`config.mk`:
```
export PLATFORM = sky130hd
export DESIGN_NAME = memory_controller
export DESIGN_NICKNAME = d
export VERILOG_FILES = /design/src/rtl/memory_controller_pkg.sv /design/src/rtl/mc_byte_shifter.sv /design/src/rtl/memory_controller.sv
export SDC_FILE = /design/constraint.sdc
export NUM_CORES = 1
export LEC_CHECK = 0
export BUFFER_PORTS_ARGS = -buffer_cell sky130_fd_sc_hd__clkbuf_2
export CAP_MARGIN = 25
export CORE_MARGIN = 2
export CORE_UTILIZATION = 35
export DETAILED_ROUTE_END_ITERATION = 8
export PLACE_DENSITY_LB_ADDON = 0.1
export SLEW_MARGIN = 10
export SYNTH_ARGS = -nofsm -noshare
export SYNTH_HDL_FRONTEND = slang
export SYNTH_SLANG_ARGS = --single-unit
```
`constraint.sdc`:
```
create_clock -name clk -period 3.7 [get_ports clk]
set_input_delay 0.37 -clock clk [delete_from_list [all_inputs] [get_ports clk]]
set_output_delay 0.37 -clock clk [all_outputs]
set_load 0.01 [all_outputs]
```
`src/rtl/memory_controller_pkg.sv`:
```
// Shared definitions for the byte-serial memory controller.
// Holds FSM state encodings, transfer-size constants and the IO address mask.
// Imported by memory_controller and mc_byte_shifter.
package memory_controller_pkg;

  localparam int WORD_RANGE = 32;

  localparam logic FALSE = 1'b0;
  localparam logic TRUE  = 1'b1;

  localparam logic [2:0] GOAL_BYTE = 3'd1;
  localparam logic [2:0] GOAL_HALF = 3'd2;
  localparam logic [2:0] GOAL_WORD = 3'd4;

  // Stores whose address matches all bits of this mask target the IO sink.
  localparam logic [WORD_RANGE-1:0] IO_BASE_MASK = 32'h0003_0000;

  typedef enum logic [1:0] {
    IDLE,
    LSB_READ,
    LSB_WRITE,
    IF_READ
  } state_t;

endpackage

```
`src/rtl/mc_byte_shifter.sv`:
```
// Byte lane selector/merger for the memory controller, purely combinational.
// byte_out picks lane idx of word_in (store path); word_out is word_in with
// lane idx replaced by byte_in (load assembly path).
module mc_byte_shifter
  import memory_controller_pkg::*;
(
  input  logic [1:0]            idx,
  input  logic [WORD_RANGE-1:0] word_in,
  input  logic [7:0]            byte_in,
  output logic [7:0]            byte_out,
  output logic [WORD_RANGE-1:0] word_out
);

  // Select and replace one little-endian byte lane.
  always_comb begin
    word_out                    = word_in;
    word_out[{idx, 3'b000} +: 8] = byte_in;
    byte_out                    = word_in[{idx, 3'b000} +: 8];
  end

endmodule

```
`src/rtl/memory_controller.sv`:
```
// Arbitrates LSB and fetch requests onto one 8-bit synchronous RAM port.
// Loads: ready at R+n+2, stores: R+n+1, fetch: R+6; requests queue one deep.
// Optional IO_STALL_EN macro: stores to the IO region wait on io_buffer_full_in.
module memory_controller
  import memory_controller_pkg::*;
(
  input  logic                  clk,
  input  logic                  rst,
  input  logic                  rob_rollback_in,
  input  logic                  lsb_request_in,
  input  logic                  lsb_rw_signal_in,
  input  logic [WORD_RANGE-1:0] lsb_address_in,
  input  logic [2:0]            lsb_goal_in,
  input  logic [WORD_RANGE-1:0] lsb_data_in,
  output logic                  lsb_ready_out,
  output logic [WORD_RANGE-1:0] lsb_data_out,
  input  logic                  if_request_in,
  input  logic [WORD_RANGE-1:0] if_address_in,
  output logic                  if_ready_out,
  output logic [WORD_RANGE-1:0] if_inst_out,
  input  logic [7:0]            ram_data_in,
  output logic [7:0]            ram_data_out,
  output logic [WORD_RANGE-1:0] ram_address_out,
  output logic                  ram_rw_out,
  input  logic                  io_buffer_full_in
);

  state_t                state, state_n;
  logic [2:0]            cnt, cnt_n;
  logic [WORD_RANGE-1:0] cur_addr, cur_data, asm_word;
  logic [2:0]            cur_goal;

  logic                  lsb_pend, lsb_pend_rw, if_pend;
  logic [WORD_RANGE-1:0] lsb_pend_addr, lsb_pend_data, if_pend_addr;
  logic [2:0]            lsb_pend_goal;

  logic                  sel_rw;
  logic [WORD_RANGE-1:0] sel_addr, sel_data, sel_if_addr;
  logic [2:0]            sel_goal;

  logic start_lsb, start_if, capture, lsb_done, if_done, stall;
  logic lsb_go, if_go;

  logic [1:0]            sh_idx;
  logic [WORD_RANGE-1:0] sh_word, merged;
  logic [7:0]            wr_byte;

  // A latched request takes precedence over a fresh pulse of the same source.
  assign lsb_go      = lsb_pend | lsb_request_in;
  assign if_go       = if_pend | if_request_in;
  assign sel_rw      = lsb_pend ? lsb_pend_rw   : lsb_rw_signal_in;
  assign sel_addr    = lsb_pend ? lsb_pend_addr : lsb_address_in;
  assign sel_goal    = lsb_pend ? lsb_pend_goal : lsb_goal_in;
  assign sel_data    = lsb_pend ? lsb_pend_data : lsb_data_in;
  assign sel_if_addr = if_pend  ? if_pend_addr  : if_address_in;

`ifdef IO_STALL_EN
  assign stall = (state == LSB_WRITE) && io_buffer_full_in &&
                 ((cur_addr & IO_BASE_MASK) == IO_BASE_MASK);
`else
  logic unused_io_full;
  assign unused_io_full = io_buffer_full_in;
  assign stall          = FALSE;
`endif

  // Stores emit lane cnt; loads merge the byte addressed one cycle earlier.
  assign sh_idx  = (state == LSB_WRITE) ? cnt[1:0] : (cnt[1:0] - 2'd1);
  assign sh_word = (state == LSB_WRITE) ? cur_data : asm_word;

  mc_byte_shifter u_shifter (
    .idx      (sh_idx),
    .word_in  (sh_word),
    .byte_in  (ram_data_in),
    .byte_out (wr_byte),
    .word_out (merged)
  );

  // RAM port is decoded from state so IDLE and reset drive zeros directly.
  assign ram_rw_out      = (state == LSB_WRITE) && !stall;
  assign ram_data_out    = (state == LSB_WRITE) ? wr_byte : 8'h00;
  assign ram_address_out = (state != IDLE && cnt < cur_goal) ?
                           cur_addr + {29'b0, cnt} : '0;

  // Next-state: arbitration in IDLE, byte sequencing, rollback handling.
  always_comb begin
    state_n   = state;
    cnt_n     = cnt;
    start_lsb = FALSE;
    start_if  = FALSE;
    capture   = FALSE;
    lsb_done  = FALSE;
    if_done   = FALSE;
    case (state)
      IDLE: begin
        if (!rob_rollback_in) begin
          if (lsb_go) begin
            start_lsb = TRUE;
            state_n   = sel_rw ? LSB_WRITE : LSB_READ;
          end else if (if_go) begin
            start_if = TRUE;
            state_n  = IF_READ;
          end
        end
      end
      LSB_READ, IF_READ: begin
        if (rob_rollback_in) begin
          state_n = IDLE;
          cnt_n   = '0;
        end else begin
          capture = (cnt != 3'd0);
          if (cnt == cur_goal) begin
            state_n = IDLE;
            cnt_n   = '0;
            if (state == LSB_READ) lsb_done = TRUE;
            else                   if_done  = TRUE;
          end else begin
            cnt_n = cnt + 3'd1;
          end
        end
      end
      LSB_WRITE: begin
        // Stores are never squashed by rollback.
        if (!stall) begin
          if (cnt == cur_goal - 3'd1) begin
            state_n  = IDLE;
            cnt_n    = '0;
            lsb_done = TRUE;
          end else begin
            cnt_n = cnt + 3'd1;
          end
        end
      end
      default: begin
        state_n = IDLE;
        cnt_n   = '0;
      end
    endcase
  end

  // State and byte counter registers.
  always_ff @(posedge clk) begin
    if (!rst) begin
      state <= IDLE;
      cnt   <= '0;
    end else begin
      state <= state_n;
      cnt   <= cnt_n;
    end
  end

  // Datapath: transfer operands, load assembly, results, request latches.
  always_ff @(posedge clk) begin
    if (!rst) begin
      cur_addr      <= '0;
      cur_data      <= '0;
      cur_goal      <= '0;
      asm_word      <= '0;
      lsb_ready_out <= FALSE;
      if_ready_out  <= FALSE;
      lsb_data_out  <= '0;
      if_inst_out   <= '0;
      lsb_pend      <= FALSE;
      lsb_pend_rw   <= FALSE;
      lsb_pend_addr <= '0;
      lsb_pend_goal <= '0;
      lsb_pend_data <= '0;
      if_pend       <= FALSE;
      if_pend_addr  <= '0;
    end else begin
      lsb_ready_out <= lsb_done;
      if_ready_out  <= if_done;
      if (capture) asm_word <= merged;
      if (lsb_done && state == LSB_READ) lsb_data_out <= merged;
      if (if_done) if_inst_out <= merged;
      if (start_lsb) begin
        cur_addr <= sel_addr;
        cur_goal <= sel_goal;
        cur_data <= sel_data;
        asm_word <= '0;
      end else if (start_if) begin
        cur_addr <= sel_if_addr;
        cur_goal <= GOAL_WORD;
        asm_word <= '0;
      end
      if (rob_rollback_in) begin
        lsb_pend <= FALSE;
        if_pend  <= FALSE;
      end else begin
        if (lsb_request_in) begin
          lsb_pend_rw   <= lsb_rw_signal_in;
          lsb_pend_addr <= lsb_address_in;
          lsb_pend_goal <= lsb_goal_in;
          lsb_pend_data <= lsb_data_in;
        end
        if (if_request_in) if_pend_addr <= if_address_in;
        lsb_pend <= start_lsb ? (lsb_pend & lsb_request_in) : (lsb_pend | lsb_request_in);
        if_pend  <= start_if  ? (if_pend & if_request_in)   : (if_pend | if_request_in);
      end
    end
  end

endmodule

```
Word level (Yosys, flattened, before mapping)

Cells that the tools add are included.

Input port bits: 114
Bits in registers: 272
Output and inout bits: 107
Word-level logic and storage cells: 100

Magnitude comparators: 1
Multiplexer cells: 46
$add $sub $neg: 5
Bitwise gates (word level): 6
Reductions and logical operators: 13
Equal/unequal tests: 9
Shifts and indexed selects: 3

Operators by type and width:

| kind                                                                    | number |
|---|---|
| 32-bit 2-to-1 mux                                                       | 7 |
| 32-bit by 3-bit adder with 32-bit output                                | 1 |
| 32-bit bitwise mux                                                      | 1 |
| 8-bit by 7-bit variable shift with 32-bit output (first input constant) | 1 |
| 32-bit by 6-bit variable part select with 8-bit output                  | 1 |
| 8-bit by 7-bit variable part select with 32-bit output                  | 1 |
| 1-bit 2-to-1 mux                                                        | 20 |
| 3-bit 2-to-1 mux                                                        | 6 |
| 2-bit 2-to-1 mux                                                        | 8 |
| 8-bit 2-to-1 mux                                                        | 1 |
| 5-bit negation with 7-bit output                                        | 1 |
| 3-bit == test                                                           | 2 |
| 3-bit inequality test (second input constant)                           | 2 |
| 2-bit case mux with 3 select lines                                      | 1 |
| 3-bit case mux with 2 select lines                                      | 1 |
| 2-bit nonzero test                                                      | 3 |
| 2-bit == test (second input constant)                                   | 2 |
| 2-bit AND reduction                                                     | 2 |
| 4-bit AND reduction                                                     | 1 |
| 2-bit OR reduction                                                      | 2 |
| 3-bit by 1-bit adder with 3-bit output (second input constant)          | 1 |
| 3-bit less-than comparator                                              | 1 |
| 3-bit nonzero test                                                      | 1 |
| 3-bit OR reduction                                                      | 1 |
| 11 further kinds                                                        | 15 |

Depth between registers and ports, before layout

Word-level depth: 7
Gate-level depth with buffers: 13
Gate-level depth less buffers: 9

By module

A second synthesis with hierarchy kept.

Cells, all modules: 1654
Area, all modules: 12894.9 µm²

Modules (own cells, without submodules):

| module            | sequential area each (µm²) | times used | area each (µm²) | cells an instance |
|---|---|---|---|---|
| memory_controller | 5445.2                     | 1          | 12149.2         | 1574 |
| mc_byte_shifter   | 0.0                        | 1          | 745.7           | 80 |

Least setup slack after synthesis

Ideal clock, no wire load.

Path type: reg2out
From: reg cnt[1]
To: out ram_address_out[20]
Arrival time: 2.869 ns
Cell stages (with the launch flop): 10
Path slack: 0.461 ns
Required time: 3.330 ns
Path through: dfxtp_1 clkbuf_1 clkbuf_1 inv_1 fa_1 nor2b_1 o2111ai_1 clkbuf_1 or4_1 a21oi_1

Longest elaborated chain between the ends: 3

RTL lines:

| item                                                                                             | RTL line                 | RTL |
|---|---|---|
| start: declaration                                                                               | memory_controller.sv:29  | `logic [2:0] cnt, cnt_n;` |
| start signal: assignment                                                                         | memory_controller.sv:147 | `cnt <= cnt_n;` |
| parallel branches: the longest is 2 deep, another holds 32-bit by 3-bit adder with 32-bit output | -                        |  |
| 32-bit 2-to-1 mux *                                                                              | memory_controller.sv:81  | `assign ram_address_out = (state != IDLE && cnt < cur_goal) ?` |
| end: declaration                                                                                 | memory_controller.sv:23  | `output logic [WORD_RANGE-1:0] ram_address_out,` |

Every way passes the cells marked *.

Final worst setup path

From: reg cnt[0]
To: out ram_address_out[26]

Same word-level chain as after synthesis.

==> impl_metrics.json <==
{
  "ant_nets": 0,
  "timing.critical_path.to": "ram_address_out[26]",
  "grtUsageTotal_pct": 20.6,
  "vias_per_cell": 5.23,
  "core_um2": 36300,
  "dieArea_um2": 38200,
  "ys_seq_elements": 272,
  "r2r_slack_ps": 570,
  "status": "complete, no violations",
  "p_sw_share_pct": 28.7,
  "dr_total_vias": 11300,
  "pwr-share-seq_pct": 41.9,
  "ir_drop_uv": 320,
  "antenna_found_initial": 6,
  "reg2reg_depth": 9,
  "hold_ws_ps": 80.4,
  "cp_max_fo": 20,
  "synthSimpleGateAreaFrac_pct": 17.0,
  "yosysSeqAreaShare_pct": 42.5,
  "finalHoldViolCount": 0,
  "dr.pass1.iters": 4,
  "die_w_um": 195,
  "fin_crit_ps": 3420,
  "root_buffer": "clkbuf_16",
  "numCtsBuffers": 34,
  "finalClockSkew_ps": 13.9,
  "cts_tree": "built",
  "synth_top_family_by_area": "compound AO/OA/AOI/OAI gates",
  "placed_cell_area_um2": 14300,
  "wl_per_cell_um": 18.5,
  "p_comb_share_pct": 16.4,
  "synthArstFlopShare_pct": 0,
  "setup_viol_count_final": 0,
  "drt_iter0_markers": 666,
  "synthFlopType": "dfxtp_1",
  "final_cell_area_um2": 15400,
  "critPathLaunch": "cnt[0]$_SDFFE_PN0P_",
  "clock_path_buffers": 3,
  "rr_startpoint": "cnt[0]$_SDFFE_PN0P_",
  "synth_mux_area_share_pct": 13.7,
  "slew_headroom_pct": 42.9,
  "first_global_vias": 10700,
  "timing.final.crit_share_pct": 92.3,
  "num_rows": 70,
  "final.fill_count": 3653,
  "drv_slew": 0,
  "p_leak_nw": 5.74,
  "grt_max_degree": 77,
  "max_cap_violations": 0,
  "die_h_um": 195,
  "netlist_top_cells_area": "dfxtp_1 42%, mux2i_1 10%, nand2_1 9.4%",
  "num_io_pins": 221,
  "drc": 0,
  "cp.required_ps": 3330,
  "avgSynthCellArea_um2": 8.49,
  "portBuffers": 219,
  "clkSlewWorstSetupHoldPaths_ps": 60,
  "yosysWarnings": 0,
  "ys_types": 64,
  "crit_path_start_kind": "flop",
  "worst_pin_slew_ps": 857,
  "dp_hpwl_mm": 27.2,
  "synth-edff-count": 0,
  "worstReg2RegEnd": "asm_word[31]$_SDFFE_PP0P_",
  "fin_tns_setup_ps": 0,
  "htreeDepth": 2,
  "yosys.area.top_type": "dfxtp_1",
  "syn_to_final_growth_pct": 19.8,
  "synthXorXnorAreaFrac_pct": 1.13,
  "power_switching_mw": 2.20,
  "postCtsSetupBuffers": 0,
  "synth_compound_area_share_pct": 19.4,
  "start_util_pct": 35.3,
  "cellPowerDensity_nw_per_um2": 499,
  "worst-setup-path-type": "flop to output pin",
  "hp-class": "input pin to flop",
  "p_clk_share_pct": 41.7,
  "wl_mm": 39.9,
  "internal_power_mw": 5.46,
  "synth_adder_area_share_pct": 1.23,
  "netlist.area_leader.share_pct": 42.5,
  "cts.sinks": 272,
  "place_congestion": 0.820,
  "clock_latency_ps": 520,
  "fmax_ghz": 0.293,
  "rsz0062_at_grt": "no",
  "critPathCaptureType": "output pin",
  "syn-num-nets": 1636,
  "layout-drive-gt1-share_pct": 21.0,
  "syn_inst": 1510,
  "synth_area_um2": 12800,
  "crit_arrival_ps": 3050,
  "grt_pass1_wl_mm": 62.1,
  "finalNetCount": 1796,
  "grt_overflow": 0
}
[sequential cells by signal, indices dropped and copies added, names as in the netlist]
signal	count
asm_word	32
cnt	3
cur_addr	32
cur_data	32
cur_goal	3
if_inst_out	32
if_pend	1
if_pend_addr	32
if_ready_out	1
lsb_data_out	32
lsb_pend	1
lsb_pend_addr	32
lsb_pend_data	32
lsb_pend_goal	3
lsb_pend_rw	1
lsb_ready_out	1
state	2
[cell usage after synthesis, drive strengths merged (11+ instances only)]
library cell,count
nor2,117
ha,11
nand3,15
buf,31
a21oi,149
clkbuf,91
mux2i,131
o21ai,48
dfxtp,272
a32o,32
o22ai,18
or4,14
inv,29
mux2,24
a211oi,89
o31ai,15
nand2,321
[final cells by class]
type                    count  area (um^2)  share of cell area (%)
diodes                      3         7.51                  0.0489
clock buffers              52          990                    6.44
clock inverters             7         63.8                   0.415
inverters                  29          111                   0.725
multi-input cells        1086         6770                    44.1
flip-flops and latches    272         5450                    35.5
well taps                 468          586                    3.81
repair buffers            247         1380                    8.99
[logic make-up (layout without fill, tap and decap cells)]
logic type | Yosys count | after routing
and+or+nand+nor | 516 | 516
AOI/OAI and AO/OA | 381 | 381
DFF | 272 | 272
muxes | 163 | 163
buffers and inverters | 152 | 335
xor gates and xnor gates | 14 | 14
adders and majority gates | 12 | 12
other | 0 | 3
[repair_timing]
item	CTS	global route
gates cloned	0	0
setup endpoints to repair	6	7
resized for setup	1	1
pin swaps	0	0
hold buffers	0	0
[worst max-delay path, cell delays in order, from the launching register on]
cell       delay (ps)
dfxtp_1           360
ha_1              210
inv_1              60
fa_1              410
nor2b_2           240
o2111ai_1         160
buf_4             230
or4_1             470
a21oi_1           220
clkbuf_2          170
[stage by stage]
step	util [%]	instances	worst slack, ps	total power, mW
6_report	42.3	2164	284	7.66
5_1_grt	42.3	2162	55.2	8.01
3_3_place_gp	39.3	2102	504	4.53
4_1_cts	42.2	2161	69.5	7.76
2_1_floorplan	-	1510	461	4.09
3_5_place_dp	39.3	2102	529	4.54
[worst min-delay path by stage]
stage | depth (start not counted) | slack [ps] | from | to
after floorplan | 2 | 440 | if_pend_addr[0]$_SDFFE_PN0P_ | if_pend_addr[0]$_SDFFE_PN0P_
after global placement | 2 | 440 | lsb_pend_data[10]$_SDFFE_PN0P_ | lsb_pend_data[10]$_SDFFE_PN0P_
after detailed placement | 2 | 450 | lsb_pend_data[21]$_SDFFE_PN0P_ | lsb_pend_data[21]$_SDFFE_PN0P_
after CTS | 3 | 60 | lsb_address_in[13] | lsb_pend_addr[13]$_SDFFE_PN0P_
after global routing | 3 | 70 | lsb_address_in[13] | lsb_pend_addr[13]$_SDFFE_PN0P_
final | 3 | 80 | lsb_address_in[13] | lsb_pend_addr[13]$_SDFFE_PN0P_
[power by group through the flow]
stage	Clock, mW	Combinational [mW]	Sequential (mW)
2_1_floorplan	0	0.861	3.23
3_3_place_gp	0	1.26	3.27
3_5_place_dp	0	1.26	3.27
4_1_cts	3.28	1.27	3.21
5_1_grt	3.40	1.39	3.23
6_report	3.19	1.26	3.21
[per-layer routing]
layer / routed length [um] / track usage (%) / share of wire (%) / up-vias
met4: 894 / 6.25 / 2.2 / 6
met3: 2560 / 5.03 / 6.4 / 64
met5: 48 / 0 / 0.12 / -
met1: 18000 / 26.8 / 45 / 5308
li1: - / - / - / 5670
met2: 18400 / 33.8 / 46 / 269
[cell usage in the layout, fill, tap and decap left out, drive strengths merged, types with 3 or more instances in the layout]
| cell | count |
|---|---|
| nand4 | 5 |
| a32oi | 8 |
| o21ai | 48 |
| nor3 | 6 |
| inv | 30 |
| mux2i | 131 |
| and3 | 3 |
| o32a | 8 |
| o211ai | 3 |
| or3 | 7 |
| ha | 11 |
| nor2b | 8 |
| and4 | 4 |
| mux4 | 8 |
| dfxtp | 272 |
| xnor2 | 8 |
| nand3 | 15 |
| nor2 | 117 |
| buf | 28 |
| diode | 3 |
| mux2 | 24 |
| nand2 | 321 |
| clkbuf | 271 |
| a31oi | 3 |
| xor2 | 5 |
| clkinv | 5 |
| nand2b | 6 |
| a21oi | 149 |
| o22ai | 18 |
| a211oi | 89 |
| or4 | 14 |
| o31ai | 15 |
| a32o | 32 |
Power figures use the tool's default switching activity.
